### config.mk
export PLATFORM = sky130hd
export DESIGN_NAME = traceback_unit
export DESIGN_NICKNAME = d
export VERILOG_FILES = /design/src/rtl/traceback_unit.sv
export SDC_FILE = /design/constraint.sdc
export NUM_CORES = 1
export LEC_CHECK = 0
export ABC_AREA = 0
export CORE_ASPECT_RATIO = 0.7
export CORE_MARGIN = 2
export CORE_UTILIZATION = 54
export DETAILED_ROUTE_END_ITERATION = 6
export GPL_ROUTABILITY_DRIVEN = 0
export GPL_TIMING_DRIVEN = 0
export HOLD_SLACK_MARGIN = 0.03
export PLACE_DENSITY_LB_ADDON = 0.25
export REMOVE_ABC_BUFFERS = 1
export SYNTH_ARGS = -nofsm -noshare
export SYNTH_HDL_FRONTEND = slang
export SYNTH_SLANG_ARGS = --single-unit
### constraint.sdc
create_clock -name clk -period 6.6 [get_ports clk]
set_clock_uncertainty 0.15 [all_clocks]
set_input_delay 0.66 -clock clk [delete_from_list [all_inputs] [get_ports clk]]
set_output_delay 0.66 -clock clk [all_outputs]
set_load 0.02 [all_outputs]
### src/rtl/traceback_unit.sv
// Traceback walker for the affine-gap local aligner. It reads the direction RAM
// from the best-score cell back to the local zero and streams M/I/D operations.
module traceback_unit #(
  parameter int ADDR_W    = 10,
  parameter int DIR_W     = 5,
  parameter int MAX_STEPS = 2048
) (
  input  logic                  clk,
  input  logic                  reset_i,
  input  logic                  start_i,
  input  logic [ADDR_W-1:0]     max_row_i,
  input  logic [ADDR_W-1:0]     max_col_i,
  output logic                  dir_rd_en_o,
  output logic [2*ADDR_W-1:0]   dir_rd_addr_o,
  input  logic [DIR_W-1:0]      dir_rd_data_i,
  output logic                  op_valid_o,
  output logic [1:0]            op_o,
  input  logic                  op_ready_i,
  output logic                  busy_o,
  output logic                  done_o,
  output logic                  err_o,
  output logic [ADDR_W-1:0]     start_row_o,
  output logic [ADDR_W-1:0]     start_col_o,
  output logic [2:0]            dbg_state_o
);

  localparam int STEP_W = $clog2(MAX_STEPS + 1);
  localparam logic [STEP_W-1:0] MAX_S = STEP_W'(MAX_STEPS);

  localparam logic [1:0] OP_M = 2'b00;
  localparam logic [1:0] OP_I = 2'b01;
  localparam logic [1:0] OP_D = 2'b10;

  typedef enum logic [2:0] {
    S_IDLE  = 3'd0,
    S_ISSUE = 3'd1,
    S_LATCH = 3'd2,
    S_EMIT  = 3'd3,
    S_DONE  = 3'd4
  } state_t;

  typedef enum logic [2:0] {
    G_H  = 3'd0,
    G_F  = 3'd1,
    G_FH = 3'd2,
    G_E  = 3'd3,
    G_EH = 3'd4
  } gap_t;

  state_t              state_q, state_d;
  gap_t                gap_q, gap_d;
  logic [ADDR_W-1:0]   row_q, row_d, col_q, col_d;
  logic [ADDR_W-1:0]   srow_q, srow_d, scol_q, scol_d;
  logic [1:0]          op_q, op_d;
  logic                last_q, last_d;
  logic                err_q, err_d;
  logic [STEP_W-1:0]   steps_q, steps_d;

  logic                is_diag, is_f, is_e, cont;
  logic [1:0]          dec_op;
  gap_t                dec_gap;
  logic                dec_zero;
  logic                mv_row, mv_col, hit_edge;
  logic [ADDR_W-1:0]   nrow, ncol;
  logic [STEP_W-1:0]   steps_inc;

  // Decode the word in the current gap state; a gap that does not continue
  // closes here and the same word is re-decoded as an H-state word.
  always_comb begin
    is_diag  = dir_rd_data_i[4];
    is_f     = (dir_rd_data_i == 5'b00111) || (dir_rd_data_i == 5'b01111);
    is_e     = (dir_rd_data_i == 5'b00011) || (dir_rd_data_i == 5'b01011);
    cont     = 1'b0;
    dec_op   = OP_M;
    dec_gap  = G_H;
    dec_zero = 1'b0;
    case (gap_q)
      G_F:     cont = (is_diag && dir_rd_data_i[3]) || is_f;
      G_FH:    cont = (is_diag && dir_rd_data_i[1]) || is_f;
      G_E:     cont = (is_diag && dir_rd_data_i[2]) || is_e;
      G_EH:    cont = (is_diag && dir_rd_data_i[0]) || is_e;
      default: cont = 1'b0;
    endcase
    if (cont) begin
      dec_gap = gap_q;
      dec_op  = ((gap_q == G_F) || (gap_q == G_FH)) ? OP_I : OP_D;
    end else if (is_diag) begin
      dec_op  = OP_M;
      dec_gap = G_H;
    end else if (is_f) begin
      dec_op  = OP_I;
      dec_gap = dir_rd_data_i[3] ? G_FH : G_F;
    end else if (is_e) begin
      dec_op  = OP_D;
      dec_gap = dir_rd_data_i[3] ? G_EH : G_E;
    end else begin
      dec_zero = 1'b1;
    end
  end

  // Moves saturate at 0; hitting the edge ends the walk after this op.
  always_comb begin
    mv_row   = (dec_op != OP_D);
    mv_col   = (dec_op != OP_I);
    hit_edge = (mv_row && (row_q == '0)) || (mv_col && (col_q == '0));
    nrow     = (mv_row && (row_q != '0)) ? row_q - 1'b1 : row_q;
    ncol     = (mv_col && (col_q != '0)) ? col_q - 1'b1 : col_q;
  end

  assign steps_inc = steps_q + 1'b1;

  always_comb begin
    state_d = state_q;
    gap_d   = gap_q;
    row_d   = row_q;
    col_d   = col_q;
    srow_d  = srow_q;
    scol_d  = scol_q;
    op_d    = op_q;
    last_d  = last_q;
    err_d   = err_q;
    steps_d = steps_q;
    case (state_q)
      S_IDLE: begin
        if (start_i) begin
          state_d = S_ISSUE;
          row_d   = max_row_i;
          col_d   = max_col_i;
          gap_d   = G_H;
          steps_d = '0;
          err_d   = 1'b0;
          last_d  = 1'b0;
        end
      end
      S_ISSUE: state_d = S_LATCH;
      S_LATCH: begin
        srow_d = row_q;
        scol_d = col_q;
        gap_d  = dec_gap;
        if (dec_zero) begin
          state_d = S_DONE;
        end else begin
          op_d    = dec_op;
          row_d   = nrow;
          col_d   = ncol;
          last_d  = hit_edge;
          state_d = S_EMIT;
        end
      end
      S_EMIT: begin
        if (op_ready_i) begin
          steps_d = steps_inc;
          if (steps_inc >= MAX_S) begin
            err_d   = 1'b1;
            state_d = S_DONE;
          end else if (last_q) begin
            state_d = S_DONE;
          end else begin
            state_d = S_ISSUE;
          end
        end
      end
      S_DONE:  state_d = S_IDLE;
      default: state_d = S_IDLE;
    endcase
  end

  always_ff @(posedge clk or negedge reset_i) begin
    if (!reset_i) begin
      state_q <= S_IDLE;
      gap_q   <= G_H;
      row_q   <= '0;
      col_q   <= '0;
      srow_q  <= '0;
      scol_q  <= '0;
      op_q    <= 2'b00;
      last_q  <= 1'b0;
      err_q   <= 1'b0;
      steps_q <= '0;
    end else begin
      state_q <= state_d;
      gap_q   <= gap_d;
      row_q   <= row_d;
      col_q   <= col_d;
      srow_q  <= srow_d;
      scol_q  <= scol_d;
      op_q    <= op_d;
      last_q  <= last_d;
      err_q   <= err_d;
      steps_q <= steps_d;
    end
  end

  // Stream handshake: op_o is held while op_valid_o && !op_ready_i; an op
  // transfers on a rising edge where both op_valid_o and op_ready_i are high.
  assign dir_rd_en_o   = (state_q == S_ISSUE);
  assign dir_rd_addr_o = {row_q, col_q};
  assign op_valid_o    = (state_q == S_EMIT);
  assign op_o          = op_q;
  assign busy_o        = (state_q == S_ISSUE) || (state_q == S_LATCH) || (state_q == S_EMIT);
  assign done_o        = (state_q == S_DONE);
  assign err_o         = err_q;
  assign start_row_o   = srow_q;
  assign start_col_o   = scol_q;
  assign dbg_state_o   = state_q;

endmodule

== After elaboration in Yosys (flattened, before gate mapping) ==
Cells that the tools add are included.

* Register bits after elaboration: 62
* Word-level logic and storage cells: 110
* Output and inout port bits: 50

* Reduce and logical (&&, ||, !) cells: 33
* $lt $le $gt $ge: 1
* Equality and inequality tests: 21
* Bitwise logic cells: 1
* Muxes and demuxes: 41
* Add/subtract/negate cells: 3

{| class="wikitable"
|+ Operators with widths
! kind !! count
|-
| $mux 10 || 6
|-
| $pmux 10 s2 || 2
|-
| $mux 3 || 11
|-
| $mux 12 || 2
|-
| $pmux 12 s2 || 1
|-
| $logic_not 10->1 || 2
|-
| $reduce_bool 10->1 || 2
|-
| $sub 10x1->10 const B || 2
|-
| $add 12x1->12 const B || 1
|-
| $eq 3x2->1 const B || 4
|-
| $ge 12x12->1 const B || 1
|-
| $mux 2 || 6
|-
| $ne 2x2->1 const B || 6
|-
| $pmux 3 s4 || 1
|-
| $reduce_and 4->1 || 3
|-
| $eq 5x4->1 const B || 2
|-
| $logic_or 1x1->1 || 10
|-
| $reduce_and 3->1 || 3
|-
| $logic_and 1x1->1 || 8
|-
| $mux 1 || 8
|-
| $eq 3x1->1 const B || 2
|-
| $eq 3x3->1 const B || 2
|-
| $ne 2x1->1 const B || 3
|-
| $pmux 3 s2 || 1
|-
| other kinds (8) || 11
|}

== Longest topological paths before layout ==
* Depth in word-level cells: 11
* Gate-level depth with buffers: 8
* Mapped depth without buffers: 7

== Worst setup path before layout ==
Ideal clock, no wire load.

* Path type: register to register
* From: reg col_q[0]
* To: reg col_q[8]
* Clock period less this slack: 2.510 ns
* Data arrival time: 2.224 ns
* Stages on the path, launching flop included: 8
* Setup time: 0.136 ns
* Buffers on the path: 0
* Path slack: 4.090 ns
* Cell sequence: dfrtp_1 inv_1 ha_1 or3b_4 or4b_1 nor4_1 mux2i_1 o211ai_1

* Word-level cells in the longest chain between the ends: 4
* Elaborated cells on any way between the ends: 8
* Classes of those cells: 1 x add/sub; 1 x eq/ne; 3 x mux; 3 x reduce/logical

{| class="wikitable"
|+ RTL lines
! item !! line !! text
|-
| start, declared || 52 || <nowiki>logic [ADDR_W-1:0] row_q, row_d, col_q, col_d;</nowiki>
|-
| start signal, assigned || 184 || <nowiki>col_q <= col_d;</nowiki>
|-
| $sub 10x1->10 or $reduce_bool 10->1 (tied branches) || 107 || <nowiki>ncol = (mv_col && (col_q != '0)) ? col_q - 1'b1 : col_q;</nowiki>
|-
| $mux 10 or $logic_and 1x1->1 (tied branches) || 107 ||
|-
| $mux 10 or $ne 2x2->1 (tied branches) || n/a ||
|-
| $pmux 10 s2 or $reduce_and 4->1 (tied branches) || n/a ||
|}

Several ways; a longest one is shown, not always the timed one. The select of a mux whose other input is x is not followed.
A chain may end at the register's enable or synchronous reset.

== Worst setup path in the final report ==
* From: in dir_rd_data_i[1]
* To: reg col_q[1]

* Word-level cells in the longest chain between the ends: 10
* Elaborated cells on any way between the ends: 25
* Classes of those cells: 7 x eq/ne; 9 x mux; 9 x reduce/logical

{| class="wikitable"
|+ RTL lines
! item !! line !! text
|-
| start, declared || 15 || <nowiki>input logic [DIR_W-1:0] dir_rd_data_i,</nowiki>
|-
| $eq 5x2->1 or $eq 5x4->1 (tied branches) || 72 || <nowiki>is_e = (dir_rd_data_i == 5'b00011) || (dir_rd_data_i == 5'b01011);</nowiki>
|-
| $logic_or 1x1->1 || 72 ||
|-
| $mux 2 || 93 || <nowiki>end else if (is_e) begin</nowiki>
|-
| $mux 2 || 90 || <nowiki>end else if (is_f) begin</nowiki>
|-
| $mux 2 || 87 || <nowiki>end else if (is_diag) begin</nowiki>
|-
| $mux 2 || 84 || <nowiki>if (cont) begin</nowiki>
|-
| $ne 2x1->1 || 104 || <nowiki>mv_col = (dec_op != OP_I);</nowiki>
|-
| $logic_and 1x1->1 || 107 ||
|-
| $ne 2x2->1 (no source line) || n/a ||
|-
| $reduce_and 4->1 (no source line) * || n/a ||
|}

Mark *: on every way between the ends. The rest lies on a longest branch, timed or not.

==> results.json <==
{
  "async_flop_share": 1.00,
  "hold_path.class": "input pin to async pin",
  "rr_startpoint": "dbg_state_o[1]",
  "critical_path_class": "input pin to flip-flop",
  "critical_path.max_fanout": 9,
  "min_period_over_period": 0.466,
  "dp_hpwl_um": 5610,
  "drt_iter0_markers": 123,
  "cts_hold_buf": 0,
  "viasPerCell": 5.63,
  "grt_pass1_vias": 2755,
  "setup_tns_ns": 0,
  "route.antenna.remaining_nets": 0,
  "firstDrtPassIters": 4,
  "core_area_sq_mm": 0.00578,
  "grt_usage": 0.249,
  "cap_violations": 0,
  "yosysWarnings": 0,
  "start_util": 0.567,
  "grt_max_degree": 51,
  "crit_chain": "clkdlybuf4s50_1 -> a21oi_2 -> a2111o_1 -> nor4_4 -> or2_0 -> mux2_4",
  "ys_top_cells_by_count": "76 x nand2_1, 62 x dfrtp_1, 33 x nor2_1, 18 x o21ai_0, 14 x mux2_2",
  "syn_avg_cell_area_sq_um": 9.37,
  "peakVddDrop_v": 0.000248,
  "diodes": 0,
  "grt.overflow.total": 0,
  "rsz0062_at_grt": "false",
  "die_x_um": 97.2,
  "crit_family": "simple AND/OR/NAND/NOR gates",
  "synthCells": 350,
  "yosys.cell_count.top_type": "nand2_1",
  "cts_made_buffers": 9,
  "r2r_setup_slack_ns": 3.81,
  "synth_top_family_by_area": "simple AND/OR/NAND/NOR gates",
  "slew_violations": 0,
  "synthAdderAreaFrac": 0.0114,
  "cts.sinks": 62,
  "internal_power_mw": 1.19,
  "wire_per_inst_um": 16.1,
  "num_rows": 23,
  "route.detailed.drc": 0,
  "p_seq_frac": 0.336,
  "syn_area_sq_mm": 0.00328,
  "critPathArrivalTime_ns": 3.17,
  "synthSimpleGateAreaFrac": 0.254,
  "synth_top_area_cell": "dfrtp_1",
  "final_cell_area_sq_mm": 0.00434,
  "ys_ff_latch": 62,
  "p_leak_nw": 1.87,
  "hold_viol_final": 0,
  "setup_viol": 0,
  "cp.buffers_inverters": 1,
  "cts_resized": 0,
  "synth_top_flop_cell": "dfrtp_1",
  "drt_wl_total_um": 8130,
  "tightest_slew_ns": 0.852,
  "clkPwrFrac": 0.166,
  "ios": 79,
  "dpl_cell_area_sq_mm": 0.00413,
  "num_vias": 2849,
  "p_sw_mw": 0.900,
  "startpoint_type": "input pin",
  "endpoint_kind": "flip-flop",
  "crit_slowest_cell": "clkdlybuf4s50_1",
  "synth_compound_area_frac": 0.126,
  "die-area_sq_mm": 0.00672,
  "final_nets": 458,
  "synthMuxAreaShare": 0.0557,
  "clock.fmax_mhz": 325,
  "cp_data_required_time_ns": 6.69,
  "die_h_um": 69.2,
  "yosys-top-cells-area": "dfrtp_1 47%, nand2_1 8.7%, mux2_2 4.8%, nor2_1 3.8%, xnor2_1 3.2%",
  "synth_xor_area_frac": 0.0507,
  "drive_gt1_frac": 0.116,
  "clock_latency_ns": 0.36,
  "outcome": "finished clean",
  "fin_crit_ns": 3.08,
  "max-clock-path-buffers": 2,
  "swShare": 0.430,
  "slowest_delay_ns": 0.58,
  "clkTransAtPathRegs_ns": 0.08,
  "synth_top_area_share": 0.473,
  "combPwrFrac": 0.498,
  "htreeDepth": 3,
  "antenna_found_initial": 0,
  "pwr_density_cell_mw_per_mm2": 482,
  "post-cts-setup-buffers": 0,
  "portBuffers": 78,
  "synth_edf_count": 0,
  "r2r_cells": 5,
  "area_growth_pct": 32.3,
  "cts_tree": "yes",
  "cts_root_buf": "clkbuf_8",
  "grt_pass1_wl_um": 13400,
  "ys_seq_area_frac": 0.473,
  "r2r-end": "col_q[1]",
  "max_slew_margin": 0.430,
  "synthDistinctLibCells": 58
}
[stage by stage]
step	setup WS (ns)	cells	total power [mW]	util	hold WS [ns]
after floorplan	3.44	334	1.27	-	0.214
after global routing	3.46	506	2.23	0.750	0.306
after detailed placement	3.19	490	1.74	0.714	0.311
after CTS	3.55	506	2.10	0.750	0.269
after global placement	2.21	487	1.69	0.706	0.308
final	3.52	506	2.09	0.750	0.249
[state kept, by name, indices dropped and copies added (netlist names)]
signal and flops:
start_col_o 10, row_q 10, col_q 10, last_q 1, gap_q 3, err_o 1, dbg_state_o 3, start_row_o 10
steps_q 12, op_o 2
[cell usage in the layout (no fill, tap or decap), drive strengths merged, types with 4 or more instances in the layout]
master / instances
nor4: 6
o21ai: 18
a21o: 6
buf: 4
mux2: 15
nor2: 33
clkbuf: 10
xnor2: 12
inv: 8
dfrtp: 62
xor2: 7
a21oi: 11
nand2: 76
nand3: 4
nand4: 5
a211oi: 4
clkdlybuf4s50: 77
nor3: 11
nor3b: 5
[power by group through the flow]
stage          registers (mW)  logic [mW]  clock network (mW)
6_report                0.703        1.04               0.348
4_1_cts                 0.698        1.05               0.353
3_3_place_gp            0.691        1.00                   0
3_5_place_dp            0.702        1.04                   0
2_1_floorplan           0.824       0.450                   0
5_1_grt                 0.724        1.13               0.369
[cells by family (layout without fill, tap and decap cells)]
logic type,Yosys count,count (layout)
compound gates,61,61
xor+xnor,19,19
fa+ha+maj,3,3
buf+inv,23,104
flops,62,62
mux,16,16
simple gates,166,166
[worst max path at each step]
| stage | end | start | depth (start not counted) | slack (ns) |
|---|---|---|---|---|
| after global routing | col_q[1] | dir_rd_data_i[1] | 6 | 3.46 |
| after CTS | col_q[1] | dir_rd_data_i[1] | 6 | 3.55 |
| after detailed placement | col_q[1] | dir_rd_data_i[1] | 6 | 3.19 |
| final | col_q[1] | dir_rd_data_i[1] | 6 | 3.52 |
| after global placement | gap_q[2] | dbg_state_o[1] | 5 | 2.21 |
| after floorplan | gap_q[2] | dbg_state_o[1] | 5 | 3.44 |
[layout make-up]
class	count	area, sq um
clock inverter	6	70.1
timing repair buffer	81	818
tap	75	93.8
fill	420	1450
clock buffer	10	138
sequential	62	1550
inverter	7	26.3
multi-input combinational	265	1640
[routing by layer]
layer	track usage	routed length (um)
met1	0.342	3900
met4	0.0782	104
met3	0.0827	493
met2	0.378	3640
met5	0	0
Power figures use the tool's default switching activity.
